===== config.mk =====
export PLATFORM = sky130hd
export DESIGN_NAME = pipeline_stall_ctrl
export DESIGN_NICKNAME = d
export VERILOG_FILES = /design/src/rtl/pipeline_stall_ctrl.sv
export SDC_FILE = /design/constraint.sdc
export NUM_CORES = 1
export LEC_CHECK = 0
export BUFFER_PORTS_ARGS = -buffer_cell sky130_fd_sc_hd__buf_2
export CAP_MARGIN = 20
export CORE_MARGIN = 5
export CORE_UTILIZATION = 41
export DETAILED_ROUTE_END_ITERATION = 12
export PLACE_DENSITY = 0.73
export SLEW_MARGIN = 40
export SYNTH_ARGS = -nofsm -noshare
export SYNTH_HDL_FRONTEND = slang
export SYNTH_SLANG_ARGS = --single-unit

===== constraint.sdc =====
create_clock -name clk -period 2.4 [get_ports clk]
set_clock_uncertainty 0.1 [all_clocks]
set_input_delay 0 -clock clk [delete_from_list [all_inputs] [get_ports clk]]
set_output_delay 0 -clock clk [all_outputs]
set_load 0.02 [all_outputs]

===== src/rtl/pipeline_stall_ctrl.sv =====
// Stall/flush sequencer for the 5-stage RV32I pipeline: merges load-use, branch-taken and
// data-memory handshake into per-stage enables/flushes, with timeout, halt and perf counters.
module pipeline_stall_ctrl #(
  parameter int unsigned WAIT_TIMEOUT = 16,
  parameter int unsigned CNT_W        = 32
) (
  input  logic             clk,
  input  logic             rst,
  input  logic             load_use,
  input  logic             br_taken,
  input  logic             dmem_req,
  input  logic             dmem_ready,
  input  logic             halt_req,
  output logic             pc_en,
  output logic             if_id_en,
  output logic             id_ex_en,
  output logic             ex_mem_en,
  output logic             mem_wb_en,
  output logic             if_id_flush,
  output logic             id_ex_flush,
  output logic             halted,
  output logic             mem_err,
  output logic [CNT_W-1:0] stall_cnt,
  output logic [CNT_W-1:0] flush_cnt
);

  localparam int unsigned WW = $clog2(WAIT_TIMEOUT + 1);

  localparam logic [1:0] ST_RUN      = 2'd0;
  localparam logic [1:0] ST_MEM_WAIT = 2'd1;
  localparam logic [1:0] ST_HALT     = 2'd2;
  localparam logic [1:0] ST_ERROR    = 2'd3;

  logic [1:0]    state_q, state_d;
  logic [WW-1:0] wait_q, wait_d;
  logic          advance;
  logic          cnt_active;

  always_comb begin
    state_d     = state_q;
    wait_d      = wait_q;
    advance     = 1'b0;
    pc_en       = 1'b0;
    if_id_en    = 1'b0;
    id_ex_en    = 1'b0;
    ex_mem_en   = 1'b0;
    mem_wb_en   = 1'b0;
    if_id_flush = 1'b0;
    id_ex_flush = 1'b0;

    case (state_q)
      ST_RUN: begin
        if (halt_req) begin
          state_d = ST_HALT;
        end else if (dmem_req && !dmem_ready) begin
          state_d = ST_MEM_WAIT;
          wait_d  = WW'(1);
        end else begin
          advance = 1'b1;
        end
      end
      ST_MEM_WAIT: begin
        if (dmem_ready) begin
          advance = 1'b1;
          state_d = ST_RUN;
          wait_d  = '0;
        end else if (wait_q == WW'(WAIT_TIMEOUT)) begin
          state_d = ST_ERROR;
        end else begin
          wait_d = wait_q + 1'b1;
        end
      end
      default: ;
    endcase

    // Branch flush wins over load-use: the stalled instruction is on the wrong path anyway.
    if (advance) begin
      if (br_taken) begin
        {pc_en, if_id_en, id_ex_en, ex_mem_en, mem_wb_en} = 5'b11111;
        if_id_flush = 1'b1;
        id_ex_flush = 1'b1;
      end else if (load_use) begin
        {pc_en, if_id_en, id_ex_en, ex_mem_en, mem_wb_en} = 5'b00111;
        id_ex_flush = 1'b1;
      end else begin
        {pc_en, if_id_en, id_ex_en, ex_mem_en, mem_wb_en} = 5'b11111;
      end
    end

    if (rst) begin
      {pc_en, if_id_en, id_ex_en, ex_mem_en, mem_wb_en} = 5'b00000;
      if_id_flush = 1'b0;
      id_ex_flush = 1'b0;
    end
  end

  assign halted     = !rst && (state_q == ST_HALT);
  assign mem_err    = !rst && (state_q == ST_ERROR);
  assign cnt_active = (state_q == ST_RUN) || (state_q == ST_MEM_WAIT);

  always_ff @(posedge clk or posedge rst) begin
    if (rst) begin
      state_q <= ST_RUN;
      wait_q  <= '0;
    end else begin
      state_q <= state_d;
      wait_q  <= wait_d;
    end
  end

  always_ff @(posedge clk or posedge rst) begin
    if (rst) begin
      stall_cnt <= '0;
      flush_cnt <= '0;
    end else if (cnt_active) begin
      if (!pc_en && (stall_cnt != '1)) stall_cnt <= stall_cnt + 1'b1;
      if (if_id_flush && (flush_cnt != '1)) flush_cnt <= flush_cnt + 1'b1;
    end
  end

endmodule

### Word level (Yosys, flattened, before mapping)

Cells that the tools add are included.

* bits in registers: 71
* bits in latches: 0
* memory bits (writable): 0
* ROM bits: 0
* bits of input ports: 7
* output and inout bits: 73
* memories: 0

* add/subtract/negate cells: 3
* $mul: 0
* div/mod/pow operators: 0
* magnitude comparators: 0
* equality and inequality tests: 11
* shift operators: 0
* multiplexer cells: 27
* bitwise gates (word level): 0
* reductions and logical operators: 15

Operators with widths (count)
* adder 32 x 1 -> 32 bit, second input constant: 2
* inequality test 32 bit, second input constant: 2
* two-way mux 5 bit: 4
* two-way mux 1 bit: 16
* case mux 5 bit (2 select lines): 1
* inequality test 3 bit, second input constant: 3
* two-way mux 2 bit: 4
* adder 5 x 1 -> 5 bit, second input constant: 1
* == test 5 bit, second input constant: 1
* logical AND 1 bit: 5
* == test 2 bit, second input constant: 2
* inequality test 2 bit, second input constant: 2
* case mux 2 bit (2 select lines): 1
* AND reduction 2 bit: 2
* AND reduction 4 bit: 1
* logical NOT 1 bit: 3
* AND reduction 3 bit: 1
* == test 2 x 1 -> 1 bit, second input constant: 1
* logical NOT 2 bit: 1
* case mux 1 bit (2 select lines): 1
* nonzero test 2 bit: 1
* logical OR 1 bit: 1

### Depth between registers and ports, before layout

* word-level depth: 10
* depth in mapped cells: 8
* gate-level depth less buffers: 7

### Least setup slack after synthesis

Ideal clock, no wire load.

* path kind: reg2reg
* start: reg stall_cnt[0]
* end: reg stall_cnt[1]
* setup time: 0.125 ns
* arrival time: 2.056 ns
* required time: 2.175 ns
* path slack: 0.120 ns
* cell stages (with the launch flop): 8
* path through: dfrtp_1 > ha_1 > nand4_2 > nor4_1 > and4_1 > buf_2 > nand2b_1 > mux2_2

* word-level cells in the longest chain between the ends: 3
* elaborated cells on any way between the ends: 4

RTL lines
* from (decl): RTL line 23 `output logic [CNT_W-1:0] stall_cnt,`
* from (signal assigned): RTL line 116 `if (!pc_en && (stall_cnt != '1)) stall_cnt <= stall_cnt + 1'b1;`
* parallel branches: the longest is 3 deep, another holds adder 32 x 1 -> 32 bit

Several ways; the timed one is not identified.
A chain may end at the register's enable or synchronous reset.

### Worst setup path after layout

* start: reg stall_cnt[0]
* end: reg stall_cnt[18]

Same word-level chain as after synthesis.

==> flow_summary.json <==
{
  "synth_fp_nets": 376,
  "drc": 0,
  "synth_top_area_frac": 0.481,
  "cap_viol_max_count": 0,
  "cts.sinks": 71,
  "regToRegSetupSlack_ns": 0.20,
  "cp_num_buf_inv": 0,
  "crit_chain": "ha_2 > nand4_2 > or4_1 > a2111o_1 > nor2_1 > xor2_1",
  "clockBufferDepth": 2,
  "grt_max_degree": 37,
  "start_util": 0.422,
  "die-area_um2": 11000,
  "crit_family": "simple AND/OR/NAND/NOR gates",
  "muxShareOfSynthArea": 0.00914,
  "first_global_vias": 3135,
  "synthCells": 365,
  "synth_top_family_by_area": "simple AND/OR/NAND/NOR gates",
  "tightest_slew_ns": 0.638,
  "leakagePower_nw": 2.26,
  "yosysMostFrequentCell": "dfrtp_1",
  "timing.fmax_ghz": 0.454,
  "core_um2": 8760,
  "synth_edf_count": 0,
  "drt_iter0_drc": 130,
  "hold_viol_final": 0,
  "hp-class": "in2reg",
  "relSlewSlack": 0.570,
  "p_per_area_nw_per_um2": 520,
  "clock-root-buffer": "clkbuf_8",
  "holdPathStages": 4,
  "ioPinCount": 80,
  "yosys-top-cells-area": "dfrtp_1, xor2_1, xnor2_1, nand4_1, nand3_1",
  "antenna_found_initial": 0,
  "cpPeakStageDelay_ns": 0.55,
  "synth_compound_area_frac": 0.0443,
  "synth_adder_area_share": 0.0135,
  "r2r_cells": 6,
  "setup_tns_ns": 0,
  "syn_area_um2": 3700,
  "routed.top_layer": "met4",
  "timing.rr.end": "stall_cnt[18]$_DFFE_PP0P_",
  "viasPerCell": 5.46,
  "criticalPathCategory": "reg2reg",
  "multiInputGateArea_um2": 1800,
  "grt_use_total": 0.163,
  "whs_ns": 0.168,
  "fillCellCount": 809,
  "max-vdd-ir-drop_mv": 0.361,
  "synth-simple-area-share": 0.271,
  "ys_async_sr_fraction": 1.00,
  "ant_nets": 0,
  "synthTopCellsByCount": "dfrtp_1, xor2_1, xnor2_1",
  "synth_cell_type_count": 51,
  "grt_setup_unrepaired": "no",
  "utilization": 0.516,
  "area.growth.synth_to_final_pct": 22.3,
  "cts_tree": "done",
  "drt-met1-wl_um": 3940,
  "startpoint_type": "flip-flop",
  "status": "finished, final reports clean",
  "min_to": "flush_cnt[20]$_DFFE_PP0P_",
  "finalCritPeriodShare": 0.917,
  "min_from": "br_taken",
  "ys_ff_latch": 71,
  "placed_area_um2": 4260,
  "wl_met2_um": 4300,
  "drive_gt1_frac": 0.278,
  "dp_slack_ns": 0.0701,
  "ctsHtreeMaxLevel": 3,
  "min_period_ns": 2.20,
  "fin_nets": 470,
  "slew_violations": 0,
  "postLayoutSetupSlackWorst_ns": 0.198,
  "ff_latch_area_um2": 1780,
  "grt_pass1_wl_um": 15100,
  "wl_per_cell_um": 15.4,
  "ys.flop_type": "dfrtp_1",
  "fin_area_um2": 4520,
  "dr_wl_met3_um": 483,
  "clk_latency_ns": 0.35,
  "ys_seq_area_frac": 0.481,
  "wl_um": 8840,
  "yosysWarnings": 0,
  "syn_area_per_cell_um2": 10.1,
  "overflow": 0,
  "startpoint": "stall_cnt[0]$_DFFE_PP0P_",
  "dr.pass1.iters": 4,
  "rows": 34,
  "vias": 3123,
  "end_kind": "flip-flop",
  "crit_arrival_ns": 2.37,
  "cts_buffers": 9,
  "numPortBuffers": 79,
  "clk_pin_slew_ns": 0.09,
  "gp_congestion": 0.823,
  "cp_max_fo": 5,
  "die_y_um": 105,
  "antenna_cells": 0,
  "die_x_um": 105,
  "yosys.area_share.xor_xnor": 0.145,
  "crit_slowest_cell": "or4_1",
  "setup_violations": 0,
  "cp.required_ns": 2.56,
  "hpwl_um": 6410,
  "r2r-start": "stall_cnt[0]$_DFFE_PP0P_",
  "yosys.area.top_type": "dfrtp_1"
}
flip-flops by register name, indices dropped and copies added, names as in the netlist:
signal	flops
flush_cnt	32
stall_cnt	32
wait_q	5
state_q	2
through the flow:
stage	instances	total power (W)
3_3_place_gp	552	0.00130
2_1_floorplan	365	0.00127
5_1_grt	572	0.00244
6_report	572	0.00235
3_5_place_dp	552	0.00130
4_1_cts	572	0.00237
how the worst max path moves through the flow:
stage                           endpoint  cells past startpoint
2_1_floorplan   stall_cnt[1]$_DFFE_PP0P_                      7
3_3_place_gp   stall_cnt[26]$_DFFE_PP0P_                      6
3_5_place_dp   stall_cnt[18]$_DFFE_PP0P_                      6
4_1_cts        stall_cnt[18]$_DFFE_PP0P_                      6
5_1_grt        flush_cnt[22]$_DFFE_PP0P_                      5
6_report       stall_cnt[18]$_DFFE_PP0P_                      6
cells by family (layout without fill, tap and decap cells):
group,after synthesis,after routing
AOI/OAI and AO/OA,21,21
adders and majority gates,4,4
DFF,71,71
muxes,3,3
and+or+nand+nor,175,175
xor gates and xnor gates,61,61
buffers and inverters,30,129
report_power, final:
group	total, W	internal [W]	leakage, nW	switching [W]
sequential	0.00121	0.00120	0.942	0.00000694
combinational	0.0000673	0.0000209	1.21	0.0000464
clock	0.00107	0.000589	0.110	0.000485
timing repair:
| item | CTS | global route |
|---|---|---|
| setup buffers | 0 | 0 |
| hold buffers | 4 | 0 |
| endpoints found under the hold margin | 74 | 0 |
| endpoints found under the setup margin | 0 | 2 |
| resized for setup | 0 | 2 |
final cells by class:
type / count / area share
Clock buffer: 9 / 0.0274
Clock inverter: 7 / 0.0210
Inverter: 18 / 0.0149
Multi-Input combinational cell: 264 / 0.397
Sequential cell: 71 / 0.393
Tap cell: 108 / 0.0299
Timing Repair Buffer: 95 / 0.116
worst min-delay path, stage by stage:
cell and delay, ns:
buf_2 0.12, nand4_1 0.19, nor4_2 0.12, o21a_1 0.16
cell usage in the layout, fill, tap and decap left out, types with 4 or more instances in the layout:
cell | Yosys | routed
xor2_1 | 32 | 32
inv_1 | 17 | 16
dlygate4sd3_1 | 0 | 4
nor3_1 | 21 | 21
xnor2_1 | 29 | 29
buf_4 | 4 | 12
nor4_1 | 12 | 12
nand2_1 | 21 | 21
o21ai_0 | 4 | 4
buf_2 | 6 | 79
clkbuf_8 | 0 | 9
and3_1 | 9 | 9
nand3_1 | 27 | 27
and4_1 | 4 | 4
nor2_1 | 24 | 24
dfrtp_1 | 71 | 70
nand4_1 | 28 | 28
layer usage:
layer	global-route usage	up-vias
li1	-	1495
met5	0	-
met1	0.215	1526
met2	0.261	91
met4	0.0511	0
met3	0.0432	11
Power figures use the tool's default switching activity.
